File: src/rtl/pic_pkg.sv
// Shared constants, state encoding and priority-rank helper for the
// rotating-priority interrupt controller core.
package pic_pkg;

  localparam logic [1:0] ADDR_CTRL = 2'd0;
  localparam logic [1:0] ADDR_VEC  = 2'd1;
  localparam logic [1:0] ADDR_IMR  = 2'd2;
  localparam logic [1:0] ADDR_EOI  = 2'd3;

  localparam int CTRL_LTIM = 0;
  localparam int CTRL_AEOI = 1;
  localparam int CTRL_AROT = 2;

  localparam int EOI_SPEC = 7;
  localparam int EOI_ROT  = 6;

  typedef enum logic {
    IDLE  = 1'b0,
    WAIT2 = 1'b1
  } state_t;

  // Rank 0 is the highest priority, i.e. index lp+1 (mod n).
  function automatic int prio_rank(int idx, int lp, int n);
    int r;
    r = idx - lp - 1;
    if (r < 0) r = r + n;
    return r;
  endfunction

endpackage

File: src/rtl/pic_prio_resolver.sv
// Circular priority encoder: finds the highest-priority set bit of i_vec,
// where priority starts at i_lp+1 and decreases circularly.
module pic_prio_resolver #(
  parameter  int N  = 8,
  localparam int IW = $clog2(N)
) (
  input  logic [N-1:0]  i_vec,
  input  logic [IW-1:0] i_lp,
  output logic          o_found,
  output logic [IW-1:0] o_idx
);

  always_comb begin
    int j;
    j       = 0;
    o_found = 1'b0;
    o_idx   = '0;
    // Scan lowest priority first so the highest-priority hit is written last.
    for (int k = N - 1; k >= 0; k--) begin
      j = int'(i_lp) + 1 + k;
      if (j >= N) j = j - N;
      if (i_vec[IW'(j)]) begin
        o_found = 1'b1;
        o_idx   = IW'(j);
      end
    end
  end

endmodule

File: src/rtl/pic_priority_core.sv
// Parametrised interrupt-controller core: IRR/ISR/IMR, rotating priority,
// two-pulse acknowledge returning a vector built from a programmable base.
module pic_priority_core
  import pic_pkg::*;
#(
  parameter  int NUM_IRQ = 8,
  parameter  int DATA_W  = 8,
  localparam int IDX_W   = $clog2(NUM_IRQ)
) (
  input  logic               clk,
  input  logic               rst_n,
  input  logic [NUM_IRQ-1:0] irq,
  input  logic               wr_en,
  input  logic               rd_en,
  input  logic [1:0]         addr,
  input  logic [DATA_W-1:0]  wdata,
  output logic [DATA_W-1:0]  rdata,
  input  logic               inta,
  output logic               int_o,
  output logic [DATA_W-1:0]  vec,
  output logic               vec_valid
);

  localparam logic [IDX_W-1:0] LP_RST = IDX_W'(NUM_IRQ - 1);

  logic [NUM_IRQ-1:0]      r_irr, r_isr, r_imr, r_irq_prev;
  logic [DATA_W-1:IDX_W]   r_vec_base;
  logic [DATA_W-1:0]       r_rdata, r_vec;
  logic [2:0]              r_ctrl;
  logic [IDX_W-1:0]        r_lp, r_g;
  logic                    r_spur, r_int, r_vec_valid;
  state_t                  r_state, w_state_next;

  logic [NUM_IRQ-1:0] w_pend_vec, w_grant_mask, w_irr_next, w_isr_next;
  logic [IDX_W-1:0]   w_pend_idx, w_svc_idx, w_eoi_idx, w_grant, w_lp_next;
  logic               w_pend_found, w_svc_found;
  logic               w_wr_ctrl, w_ack1, w_ack2, w_eoi_act, w_int_next;
  logic [7:0]         w_eoi_cmd;
  logic [DATA_W-1:0]  w_rd_data;
  int                 w_pend_rank, w_svc_rank;

  assign w_pend_vec = r_irr & ~r_imr;

  pic_prio_resolver #(.N(NUM_IRQ)) u_pend (
    .i_vec   (w_pend_vec),
    .i_lp    (r_lp),
    .o_found (w_pend_found),
    .o_idx   (w_pend_idx)
  );

  pic_prio_resolver #(.N(NUM_IRQ)) u_svc (
    .i_vec   (r_isr),
    .i_lp    (r_lp),
    .o_found (w_svc_found),
    .o_idx   (w_svc_idx)
  );

  assign w_wr_ctrl = wr_en && (addr == ADDR_CTRL);
  assign w_ack1    = inta && (r_state == IDLE) && !w_wr_ctrl;
  assign w_ack2    = inta && (r_state == WAIT2) && !w_wr_ctrl;
  assign w_eoi_cmd = 8'(wdata);
  assign w_eoi_idx = w_eoi_cmd[EOI_SPEC] ? wdata[IDX_W-1:0] : w_svc_idx;
  assign w_eoi_act = wr_en && (addr == ADDR_EOI) && (|r_isr) &&
                     (int'(w_eoi_idx) < NUM_IRQ);

  // No pending request at ACK1 yields the spurious index NUM_IRQ-1.
  assign w_grant      = w_pend_found ? w_pend_idx : LP_RST;
  assign w_grant_mask = (w_ack1 && w_pend_found) ? (NUM_IRQ'(1) << w_pend_idx) : '0;

  assign w_irr_next = r_ctrl[CTRL_LTIM] ? (irq & ~w_grant_mask)
                                        : ((r_irr & ~w_grant_mask) | (irq & ~r_irq_prev));

  assign w_pend_rank = prio_rank(int'(w_pend_idx), int'(r_lp), NUM_IRQ);
  assign w_svc_rank  = prio_rank(int'(w_svc_idx), int'(r_lp), NUM_IRQ);
  assign w_int_next  = w_pend_found && (!w_svc_found || (w_pend_rank < w_svc_rank)) &&
                       (r_state == IDLE) && !w_ack1;

  always_comb begin
    w_isr_next = r_isr;
    w_lp_next  = r_lp;
    if (w_eoi_act) begin
      w_isr_next = w_isr_next & ~(NUM_IRQ'(1) << w_eoi_idx);
      if (w_eoi_cmd[EOI_ROT] || r_ctrl[CTRL_AROT]) w_lp_next = w_eoi_idx;
    end
    if (w_ack2 && r_ctrl[CTRL_AEOI] && !r_spur) begin
      w_isr_next = w_isr_next & ~(NUM_IRQ'(1) << r_g);
      if (r_ctrl[CTRL_AROT]) w_lp_next = r_g;
    end
    // A same-cycle ACK1 set wins over any clear above.
    w_isr_next = w_isr_next | w_grant_mask;
  end

  always_comb begin
    w_rd_data = '0;
    case (addr)
      ADDR_CTRL: w_rd_data = DATA_W'(r_irr);
      ADDR_VEC:  w_rd_data = DATA_W'(r_isr);
      ADDR_IMR:  w_rd_data = DATA_W'(r_imr);
      default:   w_rd_data = DATA_W'(r_ctrl);
    endcase
  end

  always_comb begin
    w_state_next = r_state;
    if (w_wr_ctrl) begin
      w_state_next = IDLE;
    end else if (inta) begin
      case (r_state)
        IDLE:    w_state_next = WAIT2;
        WAIT2:   w_state_next = IDLE;
        default: w_state_next = IDLE;
      endcase
    end
  end

  always_ff @(posedge clk or negedge rst_n) begin
    if (!rst_n) r_state <= IDLE;
    else        r_state <= w_state_next;
  end

  always_ff @(posedge clk or negedge rst_n) begin
    if (!rst_n) begin
      r_irr       <= '0;
      r_isr       <= '0;
      r_imr       <= '0;
      r_irq_prev  <= '0;
      r_vec_base  <= '0;
      r_ctrl      <= '0;
      r_lp        <= LP_RST;
      r_g         <= '0;
      r_spur      <= 1'b0;
      r_int       <= 1'b0;
      r_rdata     <= '0;
      r_vec       <= '0;
      r_vec_valid <= 1'b0;
    end else begin
      r_irq_prev  <= irq;
      r_vec_valid <= 1'b0;
      if (rd_en) r_rdata <= w_rd_data;
      if (w_wr_ctrl) begin
        r_ctrl <= 3'(wdata);
        r_irr  <= '0;
        r_isr  <= '0;
        r_imr  <= '0;
        r_lp   <= LP_RST;
        r_int  <= 1'b0;
      end else begin
        r_irr <= w_irr_next;
        r_isr <= w_isr_next;
        r_lp  <= w_lp_next;
        r_int <= w_int_next;
        if (wr_en && (addr == ADDR_VEC)) r_vec_base <= wdata[DATA_W-1:IDX_W];
        if (wr_en && (addr == ADDR_IMR)) r_imr <= wdata[NUM_IRQ-1:0];
        if (w_ack1) begin
          r_g    <= w_grant;
          r_spur <= !w_pend_found;
        end
        if (w_ack2) begin
          r_vec       <= {r_vec_base, r_g};
          r_vec_valid <= 1'b1;
        end
      end
    end
  end

  assign rdata     = r_rdata;
  assign int_o     = r_int;
  assign vec       = r_vec;
  assign vec_valid = r_vec_valid;

endmodule

File: config.mk
export PLATFORM = sky130hd
export DESIGN_NAME = pic_priority_core
export DESIGN_NICKNAME = d
export VERILOG_FILES = /design/src/rtl/pic_pkg.sv /design/src/rtl/pic_prio_resolver.sv /design/src/rtl/pic_priority_core.sv
export SDC_FILE = /design/constraint.sdc
export NUM_CORES = 1
export LEC_CHECK = 0
export CAP_MARGIN = 20
export CELL_PAD_IN_SITES_DETAIL_PLACEMENT = 0
export CELL_PAD_IN_SITES_GLOBAL_PLACEMENT = 2
export CORE_AREA = 2 2 138 126
export DETAILED_ROUTE_END_ITERATION = 10
export DIE_AREA = 0 0 140 128
export GPL_ROUTABILITY_DRIVEN = 0
export GPL_TIMING_DRIVEN = 1
export PLACE_DENSITY = 0.76
export SYNTH_ARGS = -nofsm -noshare
export SYNTH_HDL_FRONTEND = slang
export SYNTH_SLANG_ARGS = --single-unit
File: constraint.sdc
create_clock -name clk -period 4.6 [get_ports clk]
set_input_delay 0.92 -clock clk [delete_from_list [all_inputs] [get_ports clk]]
set_output_delay 0.92 -clock clk [all_outputs]
set_load 0.05 [all_outputs]
==> flow_metrics.tcl, run 1 <==
set metrics [dict create \
    dieArea_sq_mm 0.0179 \
    synth_top_family_by_area "compound AO/OA/AOI/OAI gates" \
    min_period_ps 4620 \
    rrSetupSlack_ps -20 \
    rr_worst_depth 23 \
    violations "setup timing" \
    synthMuxAreaShare_pct 19.4 \
    synth_seq_area_share_pct 29.3 \
    fmax_mhz 217 \
    crit_arrival_ps 4860 \
    synth-edff-count 0 \
    synth-simple-area-share_pct 19.4 \
    grtUsageMet1_pct 27.9 \
    fin_skew_ps 6.14 \
    grt_use_met3_pct 2.88 \
    synth_compound_area_share_pct 19.7 \
    routed_wl_mm 17.5 \
    io_buffers 40 \
    tightest_slew_ps 685 \
    final_layout_size_suffix_gt1_share_pct 27.3 \
    syn_area_sq_mm 0.00566 \
    routed_via_density 5.65 \
    setup_slack_ps -15.1 \
    period_share_pct 100 \
    maxCapViolCount 0 \
    clk_path_buf_depth 2 \
    synth_async_sr_flop_share_pct 100 \
    cts_tree "built" \
    use_met2_pct 31.7 \
    hp-class "in -> async" \
    htree_levels 3 \
    hpwl_mm 13.4 \
    slew_headroom_pct 54.3 \
    grt_pass1_wl_mm 27.7 \
    ant_nets 0 \
    antenna_cells 0 \
    die_w_um 140 \
    clk_pin_slew_ps 50 \
    grt_pass1_vias 4910 \
    status "complete, but fails checks" \
    core-area_sq_mm 0.0166 \
    start_util_pct 34.1 \
    syn_area_per_cell_sq_um 9.45 \
    r2r-start "r_lp[0]" \
    yosys.area_share.adder_pct 4.25 \
    required_ps 4840 \
    syn_to_final_growth_pct 24.6 \
    cp_max_fo 4 \
    ys.flop_type "dfrtp_1" \
    busiest_layer "met2" \
    antenna_found_initial 0 \
    route.detailed.drc 0 \
    yosysWarnings 0 \
    grt_util_all_layers_pct 19.7 \
    insertion_delay_ps 330 \
    reg2reg_to "int_o" \
    initialDrtViolationCount 466 \
    firstDrtPassIters 7 \
    cts_sinks 66 \
    vias 5056 \
    overflow 0 \
    finalHoldViolCount 0 \
    pre_cts_ws_ps -59.0 \
    cp-end-kind "flip-flop" \
    grt_max_degree 45 \
    clock-root-buffer "clkbuf_16" \
    criticalPathCategory "reg -> reg" \
    num_io_pins 41 \
    wl_per_cell_um 19.6 \
    setup_violations 1 \
    ys_ff_latch 66 \
    yosysUniqueCellTypes 91 \
    syn_nets 640 \
    final_nets 720 \
    drv_slew 0 \
    die_h_um 128 \
    startpoint_type "flip-flop" \
    netlist_instances 599 \
    synth_xor_area_share_pct 2.50 \
    cts_made_buffers 9 \
    row_count 45 \
    rsz0062_at_grt "true" \
]
[critical path, cell delays in order (launching register included)]
cell,delay (ps)
dfstp_2,630
inv_8,40
ha_4,300
buf_12,130
mux2_2,330
mux4_2,500
a41oi_2,170
o21bai_1,110
a21oi_2,230
nor2_4,70
inv_4,80
ha_4,120
inv_2,40
fa_2,530
inv_2,60
ha_4,160
nand2_1,50
nand2_1,50
ha_1,280
inv_1,40
ha_1,260
o21ai_1,70
a31oi_1,100
nor3_1,170
[cell usage after synthesis, types with 14 or more instances]
cell type  instances  area share (%)
nand2_1           76             5.0
dfrtp_1           63              28
a21oi_1           42             3.7
nor2_1            42             2.8
mux2_2            27             5.4
o21ai_0           26             2.3
mux2i_1           25             4.4
mux4_2            19             7.6
nand2b_1          19             2.1
nand3_1           18             1.6
ha_1              16             3.5
clkbuf_1          15             1.0
inv_1             14            0.93
[sequential cells by signal, summed over array words and instances (netlist names)]
signal      flops
r_imr           8
r_irq_prev      8
r_irr           8
r_isr           8
rdata           8
vec             8
r_vec_base      5
r_ctrl          3
r_g             3
r_lp            3
int_o           1
r_spur          1
r_state         1
vec_valid       1
[layout make-up]
cell class | count | area [sq um]
clock buffers | 11 | 243
repair buffers | 105 | 941
multi-input cells | 478 | 3830
well taps | 211 | 264
flip-flops and latches | 66 | 1660
fillers | 1627 | 9560
inverters | 19 | 88.8
clock inverters | 5 | 30.0
[placed cells by master (no fill, tap or decap), drive strengths merged, types with 5 or more instances in the layout]
master / instances
nand3: 18
nand2: 76
nor2b: 9
buf: 66
nor3: 9
ha: 16
dfrtp: 63
mux2: 28
a21oi: 44
a21o: 6
xnor2: 8
mux4: 22
and2: 7
o21ai: 28
and2b: 6
o311ai: 5
clkdlybuf4s50: 39
nor2: 43
o211ai: 6
a22oi: 8
inv: 18
mux2i: 26
nand2b: 19
a211oi: 5
a22o: 5
clkbuf: 11
[per-layer routing]
metal	part of all wire, %	vias up
li1	-	2391
met1	46	2452
met2	47	191
met3	5.5	22
met4	1.6	0
met5	0	-
[how the worst max path moves through the flow]
stage	from	to	slack (ps)	depth (start not counted)
global placement	r_lp[0]	int_o	-10	18
finish	r_lp[0]	int_o	-20	23
global route	r_lp[0]	int_o	-220	23
CTS	r_lp[0]	int_o	30	24
detailed placement	r_lp[0]	int_o	-60	19
floorplan	r_lp[0]	int_o	4	24
[stage by stage]
step | setup TNS [ps] | hold WS, ps | utilization (%) | std cells | cell area [sq um]
floorplan | 0 | 454 | - | 599 | 5770
global placement | -15.0 | 470 | 39.8 | 870 | 6610
detailed placement | -59.0 | 490 | 39.8 | 870 | 6610
CTS | 0 | 497 | 42.0 | 890 | 6970
global route | -222 | 396 | 42.4 | 895 | 7050
finish | -15.1 | 402 | 42.4 | 895 | 7050
[what timing repair did]
| action | 4_1_cts | 5_1_grt |
|---|---|---|
| hold buffers | 0 | 0 |
| setup endpoints to repair | 1 | 1 |
| pin swaps | 6 | 8 |
| setup buffers | 4 | 4 |
| gates resized for setup | 7 | 14 |
[cells by family after synthesis]
| logic type | Yosys count |
|---|---|
| and+or+nand+nor | 218 |
| AOI/OAI and AO/OA | 154 |
| muxes | 76 |
| DFF | 66 |
| buffers and inverters | 55 |
| adders and majority gates | 18 |
| xor gates and xnor gates | 12 |
Power of run 1 is left out: the tool's default activity adds up to more than one toggle a clock period on the data nets, which glitch-free logic cannot reach.
==> inputs of run 2 (changes only) <==
--- a/config.mk
+++ b/config.mk
@@ -11,7 +11,6 @@
 export CORE_AREA = 2 2 138 126
 export DETAILED_ROUTE_END_ITERATION = 10
 export DIE_AREA = 0 0 140 128
-export GPL_ROUTABILITY_DRIVEN = 0
 export GPL_TIMING_DRIVEN = 1
 export PLACE_DENSITY = 0.76
 export SYNTH_ARGS = -nofsm -noshare
==> flow_metrics.tcl, run 2 (same netlist as run 1, synthesis figures left out) <==
set metrics [dict create \
    grt_max_degree 48 \
    worst-path-buf-inv 6 \
    min_period_ps 4600 \
    cts_hold_buf 0 \
    antenna_cells 0 \
    start_util_pct 34.1 \
    ant_nets 0 \
    crit_arrival_ps 4840 \
    criticalPathCategory "reg -> reg" \
    wl_per_cell_um 20.2 \
    status "finished clean" \
    routed_via_density 5.68 \
    cp_max_fo 6 \
    tightest_slew_ps 714 \
    initialDrtViolationCount 591 \
    drv_slew 0 \
    cp-end-kind "flip-flop" \
    vias 5155 \
    final_cell_mix "76 x nand2_1, 69 x buf_4, 63 x dfrtp_1" \
    routabilityCongestion 0.926 \
    layout_commonest_cell "nand2_1" \
    core-area_sq_mm 0.0166 \
    io_buffers 40 \
    hpwl_mm 13.8 \
    row_count 45 \
    setup_violations 0 \
    insertion_delay_ps 330 \
    min_from "vec[2]" \
    cpMostUsedCell "ha_4" \
    syn_to_final_growth_pct 27.3 \
    r2r-start "r_lp[0]" \
    clk_path_buf_depth 2 \
    fill_cells 1602 \
    fin_cells 908 \
    cpLargestDelayFamily "adder cells" \
    htree_levels 3 \
    routed_wl_mm 18.4 \
    pre_cts_ws_ps -72.6 \
    final_nets 733 \
    max_stage_delay_ps 620 \
    final_layout_size_suffix_gt1_share_pct 28.1 \
    setup_slack_ps 4.87 \
    dieArea_sq_mm 0.0179 \
    path_cells "inv_8 > ha_4 > buf_12 > mux2_2 > mux4_2 > a41oi_2 > o21bai_1 > a21oi_2 > nor2_4 > inv_4 > ha_4 > inv_2 > fa_2 > inv_2 > ha_4 > nand2_1 > nand2_1 > ha_1 > inv_1 > ha_1 > o21ai_1 > a31oi_1 > nor3_1" \
    maxCapViolCount 0 \
    finalHoldViolCount 0 \
    fin_skew_ps 7.75 \
    fmax_mhz 218 \
    startpoint_type "flip-flop" \
    die_w_um 140 \
    grt_util_all_layers_pct 21.0 \
    firstDrtPassIters 7 \
    hp-class "reg -> reg" \
    cts_made_buffers 9 \
    route.detailed.drc 0 \
    final_core_util_pct 43.4 \
    rsz0062_at_grt "true" \
    antenna_found_initial 0 \
    required_ps 4850 \
    slowest_stage "dfstp_2" \
    whs_ps 486 \
    dp.cells 872 \
    period_share_pct 99.9 \
    grt_pass1_vias 5019 \
    cts_sinks 66 \
    rrSetupSlack_ps 5 \
    slew_headroom_pct 52.3 \
    clk_pin_slew_ps 50 \
    clock-root-buffer "clkbuf_16" \
    cts_tree "built" \
    num_io_pins 41 \
    crit_start "r_lp[0]" \
    overflow 0 \
    grt_pass1_wl_mm 29.2 \
    die_h_um 128 \
]
==> run 2: cell count changes in the layout (fill, tap and decap cells not counted), moves of 2 or more <==
cell and change:
a21oi_1 +3, a21oi_2 -3, a22oi_1 +4, a22oi_2 -4, buf_4 +9, buf_6 +4
bufinv_16 +2, xnor2_1 -2, xnor2_2 +2
==> run 2: per-stage QoR <==
step	instance area [sq um]	TNS (ps)
2_1_floorplan	5770	0
4_1_cts	7010	0
6_report	7200	0
3_5_place_dp	6630	-72.6
5_1_grt	7200	-237
3_3_place_gp	6630	0
==> run 2: area by class of cell <==
class / count / area (sq um) / area share (%)
Sequential cell: 66 / 1660 / 23.0
Tap cell: 211 / 264 / 3.67
Clock buffer: 11 / 243 / 3.37
Multi-Input combinational cell: 478 / 3810 / 52.9
Timing Repair Buffer: 118 / 1060 / 14.8
Inverter: 19 / 86.3 / 1.20
Clock inverter: 5 / 77.6 / 1.08
==> run 2: path summary, 6_finish.rpt <==
path | to | cells past startpoint
worst max-delay path | int_o | 23
worst min-delay path | vec[2] | 2
worst max register to register | int_o | 23
worst min register to register | vec[2] | 2
max in group asynchronous | r_lp[0] | 2
min in group asynchronous | r_vec_base[4] | 1
==> run 2: repair_timing <==
item	CTS	global route
gates resized for setup	6	14
endpoints found under the setup margin	1	1
setup buffers	6	12
pin swaps	5	11
gates cloned	0	1
==> run 2: per-layer routing <==
layer / global-route usage, % / up-vias / part of all wire [%]
met3: 2.91 / 26 / 4.9
li1: - / 2413 / -
met4: 5.76 / 0 / 2.1
met2: 33.5 / 168 / 46
met5: 0 / - / 0
met1: 30.0 / 2548 / 47
==> run 2: worst min-delay path, cell delays in order (launching register included) <==
cell and delay (ps):
dfrtp_1 340, nand2_1 50, o21ai_0 60
Power of run 2 is left out for the same reason.
